## config.mk

```make
export PLATFORM = sky130hd
export DESIGN_NAME = ysyx_23060278_seq_ctrl
export DESIGN_NICKNAME = d
export VERILOG_FILES = /design/src/rtl/ysyx_23060278_seq_ctrl.sv
export SDC_FILE = /design/constraint.sdc
export NUM_CORES = 1
export LEC_CHECK = 0
export ABC_CLOCK_PERIOD_IN_PS = 2730
export CAP_MARGIN = 20
export CORE_UTILIZATION = 48
export DETAILED_ROUTE_END_ITERATION = 10
export GPL_ROUTABILITY_DRIVEN = 0
export HOLD_SLACK_MARGIN = 0.12
export PLACE_DENSITY = 0.81
export SLEW_MARGIN = 10
export SYNTH_ARGS = -nofsm -noshare
export SYNTH_HDL_FRONTEND = slang
export SYNTH_SLANG_ARGS = --single-unit
```

## constraint.sdc

```tcl
create_clock -name clk -period 2.73 [get_ports clk]
set_input_delay 0.6825 -clock clk [delete_from_list [all_inputs] [get_ports clk]]
set_output_delay 0.6825 -clock clk [all_outputs]
set_load 0.005 [all_outputs]
```

## src/rtl/ysyx_23060278_seq_ctrl.sv

```systemverilog
// Multi-cycle fetch/execute/load-store/writeback sequencer for the single-issue RV32 core.
// All outputs are registered; every request is held until its ready, and each wait state has a timeout.
module ysyx_23060278_seq_ctrl #(
  parameter int unsigned TIMEOUT = 1023,
  parameter int unsigned CNT_W   = 32
) (
  input  logic             clk,
  input  logic             rst,
  output logic             ifu_req_valid,
  input  logic             ifu_req_ready,
  input  logic             ifu_rsp_valid,
  input  logic             ifu_rsp_err,
  input  logic [31:0]      ifu_rsp_inst,
  output logic [31:0]      inst_q,
  input  logic             dec_load,
  input  logic             dec_store,
  input  logic             dec_wb,
  input  logic             dec_ebreak,
  output logic             lsu_req_valid,
  input  logic             lsu_req_ready,
  input  logic             lsu_rsp_valid,
  input  logic             lsu_rsp_err,
  output logic             pc_wen,
  output logic             gpr_wen,
  output logic             halt,
  output logic             fault,
  output logic [CNT_W-1:0] cycle_cnt,
  output logic [CNT_W-1:0] instret_cnt
);

  localparam int unsigned WC_W = $clog2(TIMEOUT + 1);
  localparam logic [WC_W-1:0] WC_LAST = WC_W'(TIMEOUT - 1);

  typedef enum logic [3:0] {
    S_IDLE,
    S_IF_REQ,
    S_IF_WAIT,
    S_EX,
    S_LS_REQ,
    S_LS_WAIT,
    S_WB,
    S_HALT,
    S_FAULT
  } state_e;

  state_e            state_q, state_d;
  logic [WC_W-1:0]   wait_cnt_q, wait_cnt_d;
  logic [31:0]       inst_d;
  logic              timed_out;
  logic              waiting;
  logic              ifu_req_valid_d, lsu_req_valid_d;
  logic              pc_wen_d, gpr_wen_d, halt_d, fault_d;
  logic [CNT_W-1:0]  cycle_cnt_d, instret_cnt_d;

  // The counter sits one below TIMEOUT in the last permitted cycle; an exit event in that cycle still wins.
  assign timed_out = (wait_cnt_q == WC_LAST);
  assign waiting   = (state_q == S_IF_REQ) || (state_q == S_IF_WAIT) ||
                     (state_q == S_LS_REQ) || (state_q == S_LS_WAIT);

  always_comb begin
    state_d = state_q;
    inst_d  = inst_q;
    unique case (state_q)
      S_IDLE:    state_d = S_IF_REQ;
      S_IF_REQ: begin
        if (ifu_req_valid && ifu_req_ready) state_d = S_IF_WAIT;
        else if (timed_out)                 state_d = S_FAULT;
      end
      S_IF_WAIT: begin
        if (ifu_rsp_valid) begin
          if (ifu_rsp_err) begin
            state_d = S_FAULT;
          end else begin
            inst_d  = ifu_rsp_inst;
            state_d = S_EX;
          end
        end else if (timed_out) begin
          state_d = S_FAULT;
        end
      end
      S_EX: begin
        if (dec_ebreak)               state_d = S_HALT;
        else if (dec_load || dec_store) state_d = S_LS_REQ;
        else                          state_d = S_WB;
      end
      S_LS_REQ: begin
        if (lsu_req_valid && lsu_req_ready) state_d = S_LS_WAIT;
        else if (timed_out)                 state_d = S_FAULT;
      end
      S_LS_WAIT: begin
        if (lsu_rsp_valid) state_d = lsu_rsp_err ? S_FAULT : S_WB;
        else if (timed_out) state_d = S_FAULT;
      end
      S_WB:      state_d = S_IF_REQ;
      S_HALT:    state_d = S_HALT;
      S_FAULT:   state_d = S_FAULT;
      default:   state_d = S_IDLE;
    endcase
  end

  always_comb begin
    wait_cnt_d = '0;
    if (state_d == state_q && waiting) wait_cnt_d = wait_cnt_q + WC_W'(1);
  end

  // Outputs are decoded from the next state so they are flops aligned with the state they describe.
  always_comb begin
    ifu_req_valid_d = (state_d == S_IF_REQ);
    lsu_req_valid_d = (state_d == S_LS_REQ);
    pc_wen_d        = (state_d == S_WB);
    gpr_wen_d       = (state_d == S_WB) && dec_wb && !dec_store;
    halt_d          = (state_d == S_HALT) || (state_d == S_FAULT);
    fault_d         = (state_d == S_FAULT);
    cycle_cnt_d     = halt ? cycle_cnt : cycle_cnt + CNT_W'(1);
    instret_cnt_d   = (state_q == S_WB) ? instret_cnt + CNT_W'(1) : instret_cnt;
  end

  always_ff @(posedge clk) begin
    if (rst) begin
      state_q       <= S_IDLE;
      wait_cnt_q    <= '0;
      inst_q        <= '0;
      ifu_req_valid <= 1'b0;
      lsu_req_valid <= 1'b0;
      pc_wen        <= 1'b0;
      gpr_wen       <= 1'b0;
      halt          <= 1'b0;
      fault         <= 1'b0;
      cycle_cnt     <= '0;
      instret_cnt   <= '0;
    end else begin
      state_q       <= state_d;
      wait_cnt_q    <= wait_cnt_d;
      inst_q        <= inst_d;
      ifu_req_valid <= ifu_req_valid_d;
      lsu_req_valid <= lsu_req_valid_d;
      pc_wen        <= pc_wen_d;
      gpr_wen       <= gpr_wen_d;
      halt          <= halt_d;
      fault         <= fault_d;
      cycle_cnt     <= cycle_cnt_d;
      instret_cnt   <= instret_cnt_d;
    end
  end

endmodule

```

==> results.tsv, run 1 <==
metric	value	unit
overflow	0	
grt_max_degree	61	
max_slew.worst_pin.slew	819.0	ps
synth_area_per_cell	8.385	um2
synth-edff-count	0	
critPathMaxStageDelay	650	ps
rrSetupSlack	300	ps
worst-path-max-fanout	16	
root_buffer	clkbuf_8	
final.setup.tns	0	ps
synth_nets	647	
end_kind	register	
clock_skew	6.156	ps
setup_viol	0	
maxCapViolCount	0	
gr-usage-all-layers	0.2401	
htree_levels	4	
peakVddDrop	0.3834	mV
synth_top_area_share	0.4624	
ioPinCount	146	
ys_seq_area_frac	0.4624	
seq_power_share	0.390	
cts_max_path_buffers	2	
drt_first_pass_iters	4	
netSwitchingPower	902.6	uW
nets	795	
power.leakage	0.002389	uW
syn2layout_area_growth	45.42	%
antenna_found_initial	0	
coreArea	9955	um2
drc	0	
fin_crit_sh	0.8907	
postCtsSetupRepairBufs	0	
syn_inst	599	
hpwlAfterDp	8928	um
diodes	0	
yosysMostFrequentCell	dfxtp_1	
route.vias.total	4861	
required	3080	ps
final_antenna_net_count	0	
fill_cells	778	
cp-start-kind	register	
ys_ff_latch	116	
synth_common_cells	116 x dfxtp_1, 88 x nand2_1, 62 x nor2_1, 48 x a21oi_1, 43 x xnor2_1	
die-area	10880	um2
min_period	2432	ps
path_cells	or4b_1 -> nor3b_4 -> a211oi_1 -> a2bb2oi_1 -> nor3_1	
yosys_warnings	0	
cts_hold_buf	0	
grt_pass1_wl	21420	um
fin_util	0.7337	
async_flop_share	0	
clkTransAtPathRegs	50	ps
finalHoldViolCount	0	
p_comb_frac	0.054	
clk-insertion-delay-late	500	ps
dieWidth	104.3	um
yosys_most_used_dff	dfxtp_1	
p_per_area	611.6	nW/um2
cts-resized-gates	0	
cts_tree	yes	
synth_area	5022	um2
routed_via_density	5.443	
seq_area	2322	um2
initialDrtViolationCount	235	
multiInputGateArea	2552	um2
initial_utilization	0.5045	
clockPowerShare	0.556	
port_buffers	145	
synth.area.top_cells	dfxtp_1 46%, xnor2_1 7.5%, nand2_1 6.6%	
max_freq	0.4112	GHz
row_count	36	
synth_top_area_cell	dfxtp_1	
arrival	2780	ps
wl	12980	um
path_class	reg2reg	
switching_share	0.2021	
rsz0062_at_grt	no	
grt_pass1_vias	4493	
die_h	104.3	um
synth_cell_types	49	
slowest_stage	a2bb2oi_1	
wl_per_cell	14.53	um
relSlewSlack	0.4519	
cts_sinks	116	
cts_buffers	17	
status	completed	
min_path_type	reg2reg	
drive_above_1_share	0.06974	
p_int	3564	uW
maxSlewViolCount	0	
## per-stage QoR
stage / worst slack, ps / cell area [um2] / total power (uW) / cells / hold WS, ps
2_1_floorplan: 660.7 / 5022 / 1880 / 599 / 452.7
3_3_place_gp: 128.8 / 6633 / 2009 / 861 / 441.5
3_5_place_dp: 24.01 / 6633 / 2015 / 861 / 446.0
4_1_cts: 315.0 / 7303 / 4508 / 893 / 454.4
5_1_grt: 173.5 / 7303 / 4626 / 893 / 480.6
6_report: 298.3 / 7303 / 4467 / 893 / 453.4
## worst max-delay path, delay by kind of cell (launching register included)
| kind | cells | cell delay, ps |
|---|---|---|
| AND/OR/NAND/NOR | 3 | 920 |
| AO/OA/AOI/OAI | 2 | 750 |
| flip-flops | 1 | 610 |
## layout make-up
class	count	share of cell area
Inverter	14	0.007195
Sequential cell	116	0.3180
Clock inverter	13	0.03135
Timing Repair Buffer	157	0.2107
Tap cell	133	0.02279
Multi-Input combinational cell	441	0.3495
Clock buffer	19	0.06048
## flip-flops by register name, summed over array words and instances (netlist names)
name / cells
halt: 1
ifu_req_valid: 1
instret_cnt: 32
pc_wen: 1
gpr_wen: 1
state_q: 4
fault: 1
lsu_req_valid: 1
cycle_cnt: 32
inst_q: 32
wait_cnt_q: 10
## routing by layer
| layer | vias up | routed length, um | track usage |
|---|---|---|---|
| li1 | 2377 | - | - |
| met4 | 0 | 229 | 0.1041 |
| met1 | 2301 | 5861 | 0.2991 |
| met3 | 22 | 824 | 0.06391 |
| met5 | - | 0 | 0 |
| met2 | 161 | 6062 | 0.3888 |
## placed cells by master, fill, tap and decap left out, types with 15 or more instances in the layout
master	n
a21oi_1	48
clkbuf_16	16
clkdlybuf4s50_1	144
dfxtp_1	116
nand2_1	88
nand3_1	27
nor2_1	62
nor3_1	27
nor4_1	18
o21ai_0	15
or3_1	15
xnor2_1	43
## power by group through the flow
stage / Combinational, uW / Sequential (uW) / Clock, uW
3_3_place_gp: 233 / 1780 / 0
5_1_grt: 261 / 1750 / 2620
4_1_cts: 239 / 1740 / 2530
3_5_place_dp: 238 / 1780 / 0
6_report: 239 / 1740 / 2490
2_1_floorplan: 108 / 1770 / 0
## worst paths after layout
| kind | cells past startpoint | from | end |
|---|---|---|---|
| min reg2reg | 2 | inst_q[0] | inst_q[0] |
| min | 2 | inst_q[0] | inst_q[0] |
| max | 5 | state_q[1] | wait_cnt_q[6] |
| max reg2reg | 5 | state_q[1] | wait_cnt_q[6] |
## kinds of logic after synthesis
family / after synthesis / share of synthesized area
compound gates: 78 / 0.08695
xor+xnor: 56 / 0.09766
fa+ha+maj: 4 / 0.009966
simple gates: 300 / 0.3049
buf+inv: 42 / 0.03189
flops: 116 / 0.4624
mux: 3 / 0.006228
No activity file was read; power rests on OpenSTA's default activity.
==> run 2: changes to the inputs <==
--- a/config.mk
+++ b/config.mk
@@ -7,11 +7,13 @@
 export LEC_CHECK = 0
 export ABC_CLOCK_PERIOD_IN_PS = 2730
 export CAP_MARGIN = 20
-export CORE_UTILIZATION = 48
+export CORE_UTILIZATION = 49
+export CTS_BUF_LIST = sky130_fd_sc_hd__clkbuf_2 sky130_fd_sc_hd__clkbuf_4 sky130_fd_sc_hd__clkbuf_8
 export DETAILED_ROUTE_END_ITERATION = 10
 export GPL_ROUTABILITY_DRIVEN = 0
 export HOLD_SLACK_MARGIN = 0.12
-export PLACE_DENSITY = 0.81
+export PLACE_DENSITY = 0.82
+export RECOVER_POWER = 50
 export SLEW_MARGIN = 10
 export SYNTH_ARGS = -nofsm -noshare
 export SYNTH_HDL_FRONTEND = slang
==> results.tsv, run 2 (synthesized netlist as in run 1, its figures left out) <==
metric	value	unit	change
status	finished, violations left		
violations	max-capacitance violations, max-slew violations		
critPathTopFamily	simple AND/OR/NAND/NOR gates		
gr-usage-all-layers	0.2438		+0.003734
rsz0062_at_grt	no		
cts_tree	yes		
design_area	7061	um2	-3.3%
whs	451.0	ps	-2.365 ps
slowest_stage	dfxtp_1		
route.vias.total	4713		-3.0%
routed_via_density	5.290		-2.8%
finalHoldViolCount	0		unchanged
hpwlAfterDp	8991	um	+0.70%
die-area	10660	um2	-2.0%
cts-resized-gates	0		unchanged
power.leakage	0.002527	uW	+5.8%
syn2layout_area_growth	40.58	%	
max_slew.worst_pin.slew	1805	ps	+986.2 ps
post_dp_cell_area	6618	um2	-0.23%
mostFrequentLayoutCells	116 x dfxtp_1, 88 x nand2_1, 74 x dlygate4sd3_1		
grt_pass1_vias	4356		-3.0%
diodes	0		unchanged
grt_max_degree	62		+1.6%
antenna_found_initial	0		unchanged
switching_share	0.2224		+0.02037
final_antenna_net_count	0		unchanged
p_comb_frac	0.063		+0.009
end_kind	register		
required	3070	ps	about the same
root_buffer	clkbuf_8		
cp-start-kind	register		
seq_power_share	0.462		+0.072
cts_buffers	17		unchanged
netSwitchingPower	836.9	uW	-7.3%
dieWidth	103.2	um	-1.0%
drt_first_pass_iters	4		unchanged
nets	793		-0.25%
cts_sinks	116		unchanged
maxSlewViolCount	43		+43
row_count	36		unchanged
htree_levels	4		unchanged
relSlewSlack	-0.2035		-0.6554
final_common_cell	dfxtp_1		
fin_crit_sh	0.9299		+0.03913
cts_hold_buf	0		unchanged
reg.largest.list	cycle_cnt (32), inst_q (32), instret_cnt (32)		
clock_skew	14.85	ps	+8.697 ps
wl	12970	um	about the same
worst-path-max-fanout	16		unchanged
clk-insertion-delay-late	420	ps	-80 ps
clkTransAtPathRegs	60	ps	about the same
critPathMaxStageDelay	630	ps	-20 ps
clockPowerShare	0.475		-0.081
ioPinCount	146		unchanged
arrival	2880	ps	+100 ps
maxCapViolCount	1		+1
p_per_area	532.9	nW/um2	-13%
max_freq	0.3939	GHz	-4.2%
path_buf_inv	1		+1
initial_utilization	0.5091		+0.004608
grt_pass1_wl	20310	um	-5.2%
wl_per_cell	14.56	um	+0.17%
die_h	103.2	um	-1.0%
setup_viol	0		unchanged
coreArea	9864	um2	-0.91%
initialDrtViolationCount	234		-0.43%
peakVddDrop	0.3834	mV	about the same
min_path_type	reg2reg		
drive_above_1_share	0.06332		-0.006412
path_cells	nor4bb_1 -> buf_4 -> nand3_1 -> or3_4 -> or3_1 -> a21oi_1		
drc	0		unchanged
port_buffers	145		unchanged
cts_max_path_buffers	2		unchanged
overflow	0		unchanged
min_period	2538	ps	+106.8 ps
p_int	2926	uW	-18%
postCtsSetupRepairBufs	0		unchanged
path_class	reg2reg		
==> run 2: changes by cell type in the layout (fill, tap and decap cells not counted), sizes merged, moves of 3 or more <==
cell,previous run,this run
clkdlybuf4s50,144,70
dlygate4sd3,0,74
clkinv,6,3
clkbuf,19,23
buf,13,9
==> run 2: stage by stage <==
stage | total power (uW) | std cells | setup slack (ps) | TNS [ps] | util
6_report | 3763 | 891 | 191.5 | 0 | 0.7158
5_1_grt | 3907 | 891 | 73.48 | 0 | 0.7158
4_1_cts | 3798 | 891 | 244.3 | 0 | 0.7171
3_5_place_dp | 2016 | 859 | -4.786 | -4.786 | 0.6709
3_3_place_gp | 2007 | 859 | 143.9 | 0 | 0.6709
2_1_floorplan | 1880 | 599 | 660.7 | 0 | -
==> run 2: per-layer routing <==
layer | GRT usage | part of all wire
met1 | 0.2984 | 0.43
met3 | 0.07191 | 0.071
met2 | 0.4154 | 0.49
met5 | 0 | 0
met4 | 0.07367 | 0.0072
==> run 2: area by class of cell <==
class,instances,area [um2]
clock buffers,21,282.8
clock inverters,11,173.9
fillers,732,2804
inverters,14,52.55
multi-input cells,441,2546
flip-flops and latches,116,2322
well taps,133,166.4
repair buffers,155,1516
==> run 2: worst min-delay path, stage by stage, from the launching register on <==
cell	delay (ps)
dfxtp_1	300
nand2_1	50
a21oi_1	50
==> run 2: path summary, 6_finish.rpt <==
kind / end / startpoint / slack, ps / cells past startpoint
min reg2reg: inst_q[27] / inst_q[27] / 450 / 2
max: instret_cnt[31] / state_q[2] / 190 / 6
max reg2reg: instret_cnt[31] / state_q[2] / 190 / 6
min: inst_q[27] / inst_q[27] / 450 / 2
==> run 2: power groups by stage <==
| stage | Combinational (uW) | Clock, uW | Sequential (uW) |
|---|---|---|---|
| 2_1_floorplan | 108 | 0 | 1770 |
| 3_3_place_gp | 230 | 0 | 1780 |
| 3_5_place_dp | 238 | 0 | 1780 |
| 4_1_cts | 242 | 1820 | 1740 |
| 5_1_grt | 255 | 1910 | 1740 |
| 6_report | 236 | 1790 | 1740 |
==> run 3: changes to the inputs <==
--- a/config.mk
+++ b/config.mk
@@ -5,14 +5,15 @@
 export SDC_FILE = /design/constraint.sdc
 export NUM_CORES = 1
 export LEC_CHECK = 0
-export ABC_CLOCK_PERIOD_IN_PS = 2730
+export ABC_CLOCK_PERIOD_IN_PS = 2250
 export CAP_MARGIN = 20
-export CORE_UTILIZATION = 49
+export CORE_UTILIZATION = 55
 export CTS_BUF_LIST = sky130_fd_sc_hd__clkbuf_2 sky130_fd_sc_hd__clkbuf_4 sky130_fd_sc_hd__clkbuf_8
 export DETAILED_ROUTE_END_ITERATION = 10
+export DONT_BUFFER_PORTS = 1
 export GPL_ROUTABILITY_DRIVEN = 0
 export HOLD_SLACK_MARGIN = 0.12
-export PLACE_DENSITY = 0.82
+export PLACE_DENSITY = 0.73
 export RECOVER_POWER = 50
 export SLEW_MARGIN = 10
 export SYNTH_ARGS = -nofsm -noshare
==> constraint.sdc (replaced) <==
create_clock -name clk -period 2.25 [get_ports clk]
set_input_delay 0.5625 -clock clk [delete_from_list [all_inputs] [get_ports clk]]
set_output_delay 0.5625 -clock clk [all_outputs]
set_load 0.005 [all_outputs]
==> results.tsv, run 3 (synthesized netlist as in run 1, its figures left out) <==
metric	value	unit	change
layout_setup_ws	133.4	ps	-58.10 ps
hpwlAfterDp	7573	um	-16%
wl_per_cell	15.08	um	+3.6%
cts_max_path_buffers	2		unchanged
path_class	reg2reg		
wl	11030	um	-15%
end_kind	register		
critPathLaunch	state_q[1]		
design_area	5587	um2	-21%
nets	658		-17%
rr_worst_depth	6		unchanged
overflow	0		unchanged
relSlewSlack	0.6450		+0.8485
status	completed		
syn2layout_area_growth	11.24	%	
place_ws	44.29	ps	+49.08 ps
p_comb_frac	0.037		-0.026
dieWidth	97.56	um	-5.5%
maxSlewViolCount	0		-100%
clk-insertion-delay-late	420	ps	about the same
power.leakage	0.001765	uW	-30%
antenna_found_initial	0		unchanged
path_cells	buf_4 -> or4b_2 -> a21oi_1 -> o21ai_0 -> and2_1 -> nor4b_1		
clock_skew	13.75	ps	-1.106 ps
cts_sinks	116		unchanged
gr-usage-all-layers	0.2335		-0.01029
coreArea	8763	um2	-11%
fin_crit_sh	0.9407		+0.01086
ioPinCount	146		unchanged
initialDrtViolationCount	192		-18%
grt_pass1_wl	18200	um	-10%
grt_pass1_vias	3839		-12%
arrival	2440	ps	-440 ps
cts_buffers	17		unchanged
setup_viol	0		unchanged
seq_power_share	0.525		+0.063
grt_max_degree	105		+69%
htree_levels	4		unchanged
required	2570	ps	-500 ps
max_slew.worst_pin.slew	525.0	ps	-1280 ps
final_antenna_net_count	0		unchanged
slowest_stage	or4b_2		
final_common_cell	dfxtp_1		
mostFrequentLayoutCells	116 x dfxtp_1, 88 x nand2_1, 62 x nor2_1		
final.setup.tns	0	ps	unchanged
clkTransAtPathRegs	70	ps	about the same
routed_via_density	5.715		+8.1%
p_per_area	719.0	nW/um2	+35%
hold-path-cell-count	1		-1
critPathMaxStageDelay	590	ps	-40 ps
post_dp_cell_area	5225	um2	-21%
rr_startpoint	state_q[1]		
path_buf_inv	1		unchanged
min_path_type	in2reg		
row_count	34		-5.6%
finalHoldViolCount	0		unchanged
worst-path-max-fanout	10		-6
min_period	2117	ps	-421.9 ps
rsz0062_at_grt	no		
die_h	97.56	um	-5.5%
grt_use_met1	0.2796		-0.01881
critPathTopFamily	simple AND/OR/NAND/NOR gates		
diodes	0		unchanged
drt_first_pass_iters	4		unchanged
cp-start-kind	register		
clockPowerShare	0.437		-0.038
drive_above_1_share	0.09470		+0.03138
maxCapViolCount	0		-1
netSwitchingPower	956.2	uW	+14%
gr-usage-met3	0.08345		+0.01154
crit_cells	6		unchanged
cts_tree	yes		
port_buffers	0		-100%
min_from	rst		
route.vias.total	4178		-11%
peakVddDrop	0.5042	mV	+32%
die-area	9518	um2	-11%
switching_share	0.2381		+0.01564
p_int	3060	uW	+4.6%
top_usage_layer	met2		
fill_cells	776		+6.0%
initial_utilization	0.5731		+0.06397
fin_util	0.6375		-0.07826
max_freq	0.4725	GHz	+20%
root_buffer	clkbuf_8		
reg.largest.list	cycle_cnt (32), inst_q (32), instret_cnt (32)		
drc	0		unchanged
grt.met2_usage	0.3868		-0.02862
-- run 3: cell types whose count changed in the layout (fill, tap and decap cells not counted) --
cell             before  now
clkinv_4              2    1
a2bb2oi_1             1    0
dlygate4sd3_1        74    0
clkdlybuf4s50_1      70    0
a2bb2oi_2             0    1
clkbuf_8             20   18
clkbuf_1              2    1
buf_4                 9   18
and2_1                2    3
clkinv_2              1    5
bufinv_16             4    1
clkinvlp_4            3    5
and2_0                1    0
buf_12                0    1
-- run 3: metal layers --
| layer | vias to the layer above | part of all wire | wire length (um) |
|---|---|---|---|
| li1 | 2091 | - | - |
| met1 | 1944 | 0.44 | 4825 |
| met2 | 130 | 0.48 | 5291 |
| met3 | 13 | 0.071 | 781 |
| met4 | 0 | 0.012 | 127 |
| met5 | - | 0 | 0 |
-- run 3: power groups by stage --
stage	Combinational (uW)	Sequential [uW]	Clock, uW
2_1_floorplan	131	2150	0
3_3_place_gp	141	2160	0
3_5_place_dp	147	2160	0
4_1_cts	148	2110	1800
5_1_grt	168	2110	1890
6_report	150	2110	1760
-- run 3: path summary, 6_finish.rpt --
kind | end | slack (ps)
setup / recovery | ifu_req_valid | 130
hold / removal | cycle_cnt[8] | 210
hold reg to reg | inst_q[6] | 470
setup reg to reg | ifu_req_valid | 130
-- run 3: cell type report --
type	instances	area [um2]	area share
flip-flops and latches	116	2322	0.4157
repair buffers	20	158.9	0.02844
inverters	14	52.55	0.009406
clock buffers	19	255.2	0.04569
multi-input cells	441	2552	0.4569
well taps	108	135.1	0.02419
clock inverters	13	110.1	0.01971
-- run 3: stage by stage --
stage | power (uW) | hold WS, ps | instances
after detailed placement | 2305 | 459.3 | 699
after CTS | 4062 | 177.8 | 731
after floorplan | 2281 | 452.7 | 599
final | 4017 | 209.6 | 731
after global placement | 2298 | 456.3 | 699
after global routing | 4171 | 184.7 | 731
-- run 3: worst reg2reg max path, cell delays in order, from the launching register on --
cell     delay, ps
dfxtp_1        410
buf_4          190
or4b_2         590
a21oi_1        180
o21ai_0        160
and2_1         220
nor4b_1        280
-- run 3: what timing repair did --
item | in CTS | in global routing
endpoints found under the setup margin | 0 | 10
buffers inserted | 0 | 0
hold buffers | 0 | 0
gates resized for setup | 0 | 1
